===== config.mk =====
export PLATFORM = sky130hd
export DESIGN_NAME = nibble_serial_adder_flat
export DESIGN_NICKNAME = d
export VERILOG_FILES = /design/src/rtl/nibble_serial_adder_if.sv /design/src/rtl/nibble_serial_adder.sv /design/src/flat_wrapper.sv
export SDC_FILE = /design/constraint.sdc
export NUM_CORES = 1
export LEC_CHECK = 0
export CAP_MARGIN = 0
export CORE_MARGIN = 2
export CORE_UTILIZATION = 51
export DETAILED_ROUTE_END_ITERATION = 10
export PLACE_DENSITY = 0.86
export SYNTH_ARGS = -nofsm -noshare
export SYNTH_HDL_FRONTEND = slang
export SYNTH_SLANG_ARGS = --single-unit

===== constraint.sdc =====
create_clock -name clk -period 7.5 [get_ports clk]
set_input_delay 1.5 -clock clk [delete_from_list [all_inputs] [get_ports clk]]
set_output_delay 1.5 -clock clk [all_outputs]
set_load 0.01 [all_outputs]

===== src/rtl/nibble_serial_adder_if.sv =====
// Operand/result bundle for nibble_serial_adder; slave = adder side, master = producer/consumer side.
// Optional sub port present only when NIBBLE_SERIAL_ADDER_SUB_EN is defined.
interface nibble_serial_adder_if #(
    parameter int WIDTH = 16
);
    logic             in_valid;
    logic             in_ready;
    logic [WIDTH-1:0] a;
    logic [WIDTH-1:0] b;
    logic             cin;
`ifdef NIBBLE_SERIAL_ADDER_SUB_EN
    logic             sub;
`endif
    logic             out_valid;
    logic             out_ready;
    logic [WIDTH-1:0] sum;
    logic             cout;
    logic             busy;

    modport slave (
`ifdef NIBBLE_SERIAL_ADDER_SUB_EN
        input  sub,
`endif
        input  in_valid, a, b, cin, out_ready,
        output in_ready, out_valid, sum, cout, busy
    );

    modport master (
`ifdef NIBBLE_SERIAL_ADDER_SUB_EN
        output sub,
`endif
        output in_valid, a, b, cin, out_ready,
        input  in_ready, out_valid, sum, cout, busy
    );
endinterface


===== src/rtl/nibble_serial_adder.sv =====
// Serial WIDTH-bit adder through one 4-bit slice, LSB nibble first; optional subtract via NIBBLE_SERIAL_ADDER_SUB_EN.
// Result valid WIDTH/4 edges after accept; holds result until out_ready, in_ready only in IDLE.
module nibble_serial_adder #(
    parameter int WIDTH = 16
) (
    input  logic                 clk,
    input  logic                 rst_n,
    nibble_serial_adder_if.slave bus
);
    localparam int NIB  = WIDTH / 4;
    localparam int IDXW = (NIB > 1) ? $clog2(NIB) : 1;

    generate
        if (WIDTH < 4 || (WIDTH % 4) != 0) begin : g_bad_width
            $error("nibble_serial_adder: WIDTH must be a multiple of 4 and >= 4");
        end
    endgenerate

    typedef enum logic [1:0] {
        S_IDLE = 2'd0,
        S_RUN  = 2'd1,
        S_DONE = 2'd2
    } state_t;

    state_t            r_state;
    state_t            w_state_nxt;
    logic [WIDTH-1:0]  r_a;
    logic [WIDTH-1:0]  r_b;
    logic [WIDTH-1:0]  r_sum;
    logic              r_carry;
    logic              r_cout;
    logic [IDXW-1:0]   r_idx;

    logic              w_in_ready;
    logic              w_out_valid;
    logic              w_busy;
    logic              w_accept;
    logic              w_last;
    logic              w_sub;
    logic [IDXW+1:0]   w_base;
    logic [3:0]        w_a_nib;
    logic [3:0]        w_b_nib;
    logic [4:0]        w_slice;

`ifdef NIBBLE_SERIAL_ADDER_SUB_EN
    assign w_sub = bus.sub;
`else
    assign w_sub = 1'b0;
`endif

    assign w_accept = w_in_ready & bus.in_valid;
    assign w_last   = (r_idx == IDXW'(NIB - 1));
    assign w_base   = {r_idx, 2'b00};
    assign w_a_nib  = r_a[w_base +: 4];
    assign w_b_nib  = r_b[w_base +: 4];
    assign w_slice  = {1'b0, w_a_nib} + {1'b0, w_b_nib} + {4'b0000, r_carry};

    always_ff @(posedge clk or negedge rst_n) begin
        if (!rst_n) begin
            r_state <= S_IDLE;
        end else begin
            r_state <= w_state_nxt;
        end
    end

    always_comb begin
        w_state_nxt = r_state;
        w_in_ready  = 1'b0;
        w_out_valid = 1'b0;
        w_busy      = 1'b0;
        unique case (r_state)
            S_IDLE: begin
                w_in_ready = 1'b1;
                if (bus.in_valid) begin
                    w_state_nxt = S_RUN;
                end
            end
            S_RUN: begin
                w_busy = 1'b1;
                if (w_last) begin
                    w_state_nxt = S_DONE;
                end
            end
            S_DONE: begin
                w_busy      = 1'b1;
                w_out_valid = 1'b1;
                if (bus.out_ready) begin
                    w_state_nxt = S_IDLE;
                end
            end
            default: begin
                w_state_nxt = S_IDLE;
            end
        endcase
    end

    // Subtraction is A + ~B + 1: B is inverted at capture and the carry seeded with 1.
    always_ff @(posedge clk or negedge rst_n) begin
        if (!rst_n) begin
            r_a     <= '0;
            r_b     <= '0;
            r_sum   <= '0;
            r_carry <= 1'b0;
            r_cout  <= 1'b0;
            r_idx   <= '0;
        end else if (w_accept) begin
            r_a     <= bus.a;
            r_b     <= w_sub ? ~bus.b : bus.b;
            r_carry <= w_sub ? 1'b1 : bus.cin;
            r_idx   <= '0;
        end else if (r_state == S_RUN) begin
            r_sum[w_base +: 4] <= w_slice[3:0];
            r_carry            <= w_slice[4];
            r_idx              <= r_idx + 1'b1;
            if (w_last) begin
                r_cout <= w_slice[4];
            end
        end
    end

    assign bus.in_ready  = w_in_ready;
    assign bus.out_valid = w_out_valid;
    assign bus.busy      = w_busy;
    assign bus.sum       = r_sum;
    assign bus.cout      = r_cout;
endmodule


===== src/flat_wrapper.sv =====
// flat-port wrapper written by rule: the top's interface ports become plain ports
module nibble_serial_adder_flat 
#(
    parameter int WIDTH = 16
)
  (clk, rst_n, bus_in_valid, bus_a, bus_b, bus_cin, bus_out_ready, bus_in_ready, bus_out_valid, bus_sum, bus_cout, bus_busy);
  nibble_serial_adder_if #(.WIDTH(WIDTH)) bus_i ();
  input  logic clk;
  input  logic rst_n;
  input wire logic [$bits(bus_i.in_valid)-1:0] bus_in_valid;
  input wire logic [$bits(bus_i.a)-1:0] bus_a;
  input wire logic [$bits(bus_i.b)-1:0] bus_b;
  input wire logic [$bits(bus_i.cin)-1:0] bus_cin;
  input wire logic [$bits(bus_i.out_ready)-1:0] bus_out_ready;
  output wire logic [$bits(bus_i.in_ready)-1:0] bus_in_ready;
  output wire logic [$bits(bus_i.out_valid)-1:0] bus_out_valid;
  output wire logic [$bits(bus_i.sum)-1:0] bus_sum;
  output wire logic [$bits(bus_i.cout)-1:0] bus_cout;
  output wire logic [$bits(bus_i.busy)-1:0] bus_busy;
  assign bus_i.in_valid = bus_in_valid;
  assign bus_i.a = bus_a;
  assign bus_i.b = bus_b;
  assign bus_i.cin = bus_cin;
  assign bus_i.out_ready = bus_out_ready;
  assign bus_in_ready = bus_i.in_ready;
  assign bus_out_valid = bus_i.out_valid;
  assign bus_sum = bus_i.sum;
  assign bus_cout = bus_i.cout;
  assign bus_busy = bus_i.busy;
  nibble_serial_adder #(.WIDTH(WIDTH)) u_core (.clk(clk), .rst_n(rst_n), .bus(bus_i));
endmodule

; ---- Word level (Yosys, flattened, before mapping)
; Cells that the tools add are included.
[classes]
add_sub_neg = 4
eq_ne = 6
shifts = 4
muxes = 12
n_bitwise = 2
reduce_logical = 6
[op_table]
columns = cell, n
row1 = indexed part select 16 x 5 -> 4 bit, 2
row2 = bitwise mux 16 bit, 1
row3 = variable shift 4 x 6 -> 16 bit (first input constant), 1
row4 = indexed part select 4 x 6 -> 16 bit, 1
row5 = two-way mux 2 bit, 5
row6 = negation 4 -> 6 bit, 1
row7 = one-hot mux 2 bit (3 select lines), 1
row8 = AND reduction 3 bit, 2
row9 = adder 4 x 4 -> 5 bit, 1
row10 = adder 5 x 1 -> 5 bit, 1
row11 = two-way mux 1 bit, 5
row12 = equality test 2 bit (second input constant), 2
row13 = != test 2 bit (second input constant), 2
row14 = adder 2 x 1 -> 2 bit (second input constant), 1
row15 = equality test 2 x 1 -> 1 bit (second input constant), 1
row16 = zero test 2 bit, 1
row17 = != test 2 x 1 -> 1 bit (second input constant), 1
row18 = AND reduction 2 bit, 1
row19 = nonzero test 2 bit, 1
row20 = OR reduction 2 bit, 1
row21 = AND 1 bit, 1
row22 = NOT 1 bit, 1
[word_totals]
ff_bits = 54
input_bits = 37
output_inout_bits = 20
wordCells = 41

; ---- Logic depth before layout (Yosys ltp)
[depth]
ltp_word = 5
ltp_mapped = 9
ltp_nobuf = 8

; ---- Worst setup path after synthesis
; OpenSTA, ideal clock, no wires.
[synth_timing]
path_kind = register to register
startpoint = register u_core.r_idx[0]
endpoint = register u_core.r_carry
setup_ps = 120
arrival_time_ps = 2391
t_required_ps = 7380
slack_ps = 4989
stages_incl_launch_ff = 10
n_path_buf = 1
period_less_slack_ps = 2511
path_cell_list = dfrtp_1 > buf_6 > mux4_2 > fa_1 > inv_1 > fa_1 > nor2b_1 > o21ai_0 > a31oi_1 > a31o_2
[synth_between]
elab_chain_len = 5
elab_cells_between_ends = 6
classes_between = 2 x add/sub / 2 x shift / 2 x mux
[synth_lines]
columns = element, line_no
row1 = from (decl), nibble_serial_adder.sv:32  ; logic [IDXW-1:0] r_idx;
row2 = from (signal assigned), nibble_serial_adder.sv:114  ; r_idx <= r_idx + 1'b1;
row3 = "indexed part select 16 x 5 -> 4 bit, on equally long branches", "nibble_serial_adder.sv:54, nibble_serial_adder.sv:55"
row4 = adder 4 x 4 -> 5 bit *, nibble_serial_adder.sv:56  ; assign w_slice = {1'b0, w_a_nib} + {1'b0, w_b_nib} + {4'b0000, r_carry};
row5 = adder 5 x 1 -> 5 bit *, nibble_serial_adder.sv:56
row6 = two-way mux 1 bit *, nibble_serial_adder.sv:111  ; end else if (r_state == S_RUN) begin
row7 = two-way mux 1 bit *, nibble_serial_adder.sv:106  ; end else if (w_accept) begin
row8 = to (signal assigned), nibble_serial_adder.sv:109  ; r_carry <= w_sub ? 1'b1 : bus.cin;
row9 = to (signal assigned), nibble_serial_adder.sv:113  ; r_carry <= w_slice[4];
row10 = to (decl), nibble_serial_adder.sv:30  ; logic r_carry;
; Every way passes the cells marked *; elsewhere a longest branch is shown, timed or not. The select of a mux whose other input is x is not followed.
; A chain may end at the register's enable or synchronous reset.

; ---- Worst setup path after layout
[layout_timing]
startpoint = register u_core.r_state[1]
endpoint = output port bus_in_ready
[layout_between]
elab_chain_len = 2
[layout_lines]
columns = element, line_no
row1 = from (decl), nibble_serial_adder.sv:25  ; state_t r_state;
row2 = from (signal assigned), nibble_serial_adder.sv:62  ; r_state <= w_state_nxt;
row3 = zero test 2 bit, nibble_serial_adder.sv:71  ; unique case (r_state)
row4 = two-way mux 1 bit, nibble_serial_adder.sv:71
row5 = to (decl), flat_wrapper.sv:15  ; output wire logic [$bits(bus_i.in_ready)-1:0] bus_in_ready;
; No other way between the ends.

==> impl_metrics.ini <==
[setup_path]
worstPathArrival_ps = 1670
cp_max_fo = 6
cp_data_required_time_ps = 6000
r2r-start = u_core.r_idx[0]
worst-setup-path-type = reg -> out
crit_slowest_cell = clkdlybuf4s50_1
endpoint_kind = output port
cpPeakStageDelay_ps = 580
cp_cell_sequence = inv_1, ha_1, clkdlybuf4s50_1
start_kind = flop
cp-startpoint = u_core.r_state[1]
r2r_setup_slack_ps = 4480

[clock_network]
post_cts_resized = 0
clkTransAtPathRegs_ps = 90
clkSinkCount = 54
clockRootBuffer = clkbuf_8
htree_levels = 2
cts_max_path_buffers = 2
postCtsHoldBufs = 0
cts_setup_buffers = 0
numCtsBuffers = 5
clock_latency_ps = 310
cts_tree = done

[placement]
gp_congestion = 0.759
placed_cell_area_sq_um = 3270
dp_hpwl_um = 3470
place_inst = 296
port-buffer-count = 56

[timing]
timing.final.crit_share_pct = 42.3
final.setup.tns_ps = 0
tightestPinTransition_ps = 1020
slew_viol_final = 0
rsz0062_at_grt = no
final-hold-violation-count = 0
fmax_mhz = 315
timing.slew.headroom_pct = 31.6
post-route-min-period_ps = 3170
finClkSkew_ps = 4.28
holdWs_ps = 508
setup-violations-final = 0

[detailed_routing]
first_pass_iters = 4
routed_wl_um = 4740
first_iter_violations = 113
vias = 1581
antenna_left = 0
avgViaCountPerCell = 5.20
wl_per_cell_um = 15.6
drc = 0

[die]
core_sq_um = 5070
die-height_um = 76.5
die-area_sq_um = 5850
start_util_pct = 52.8
die_w_um = 76.5
num_io_pins = 57
rows = 26

[cells_and_area]
layout.cells.non_filler = 304
finish.instance_area_sq_um = 3420
synthToLayoutAreaGrowth_pct = 27.6
seq_area_sq_um = 1350
drive_gt1_share_pct = 24.4
antenna_cells = 0
fill_cells = 374
finalNetCount = 284
multi_input_area_sq_um = 1230

[synthesis]
synth-async-reset-ratio_pct = 100
syn-instance-count = 175
yosysWarningCount = 0
syn-num-nets = 226
netlist_top_cells_area = dfrtp_1 50%, mux2_4 17%, mux4_2 5.9%
ys.flop_type = dfrtp_1
yosys.area.top_type = dfrtp_1
ys_ff_latch = 54
ys_seq_area_share_pct = 50.4
avgSynthCellArea_sq_um = 15.3
synth_top_area_share_pct = 50.4
yosysMostFrequentCell = dfrtp_1
synth_cell_types = 30
synth_edf_count = 0
synth_commonest_cells = 54 x dfrtp_1, 30 x mux2_4, 16 x a22o_1
syn_area_sq_um = 2680

[hold_path]
min-delay-path-class = reg -> reg
hold_path.startpoint = u_core.bus.sum[5]

[pwr]
ir_worst_vdd_uv = 209
powerDensity_nw_per_um2 = 463
p_leak_nw = 1.57

[global_route]
grt_start_max_net_pins = 55
first_global_vias = 1707
antenna_found_initial = 0
grt_util_all_layers_pct = 17.8
grt_pass1_wl_um = 8270
grt-ovfl-total = 0

[status]
status = completed

[flow_run]
cap_violations = 0
==> cells in the final DEF, fill, tap and decap left out, types with 2 or more instances in the layout <==
cell type	netlist	layout
clkdlybuf4s50_1	0	55
dfrtp_1	54	54
mux2_4	30	30
a22o_1	16	16
inv_1	12	12
ha_1	12	12
mux4_2	7	7
clkbuf_8	0	6
a21oi_1	5	5
nand2_1	5	5
xnor2_1	3	3
mux2_2	3	3
nand2_2	2	2
nor2_1	2	2
o21ai_0	2	2
fa_1	2	2
bufinv_16	0	2
==> layout make-up <==
cell class	instances	share of cell area, %
clock buffers	6	2.42
clock inverters	2	1.76
inverters	12	1.32
multi-input cells	103	35.9
flip-flops and latches	54	39.5
well taps	70	2.56
repair buffers	57	16.5
==> logic make-up after synthesis <==
kind of cell               Yosys count  share of synthesized area, %
buffers and inverters               18                          3.74
muxes                               42                          25.3
AOI/OAI and AO/OA                   30                          8.69
xor gates and xnor gates             3                         0.981
DFF                                 54                          50.4
and+or+nand+nor                     14                          3.74
adders and majority gates           14                          7.10
==> through the flow <==
stage | utilization (%) | total power, mW | setup WS [ps]
after floorplan | - | 1.11 | 4990
after global placement | 64.5 | 1.32 | 4120
after detailed placement | 64.5 | 1.36 | 4100
after CTS | 67.3 | 1.60 | 4340
after global routing | 67.3 | 1.69 | 4220
final | 67.3 | 1.58 | 4330
==> metal layers <==
layer	routed length [um]	vias up	track usage, %
li1	-	752	-
met1	2150	778	23.4
met2	2330	45	29.6
met3	209	6	4.15
met4	52	0	4.91
met5	0	-	0
==> path summary, 6_finish.rpt <==
check,to,cells past startpoint
hold reg to reg,u_core.bus.sum[5],1
hold / removal,u_core.bus.sum[5],1
setup / recovery,bus_in_ready,3
min in group asynchronous,u_core.bus.sum[9],2
max in group asynchronous,u_core.r_a[15],2
setup reg to reg,u_core.r_carry,8
==> flip-flops by register name (all words and copies together) (netlist names) <==
| register | flops |
|---|---|
| u_core.bus.sum | 16 |
| u_core.r_state | 2 |
| u_core.r_carry | 1 |
| u_core.r_b | 16 |
| u_core.bus.cout | 1 |
| u_core.r_a | 16 |
| u_core.r_idx | 2 |
==> where the power goes <==
part	switching, mW	internal, mW
logic	0.364	0.455
clock network	0.0930	0.142
registers	0.102	0.426
==> critical path, delay by kind of cell (launching register included) <==
family	cells	cell delay [ps]
buffers and inverters	2	670
DFF	1	410
adders and majority gates	1	290
(Power assumes the default switching activity.)
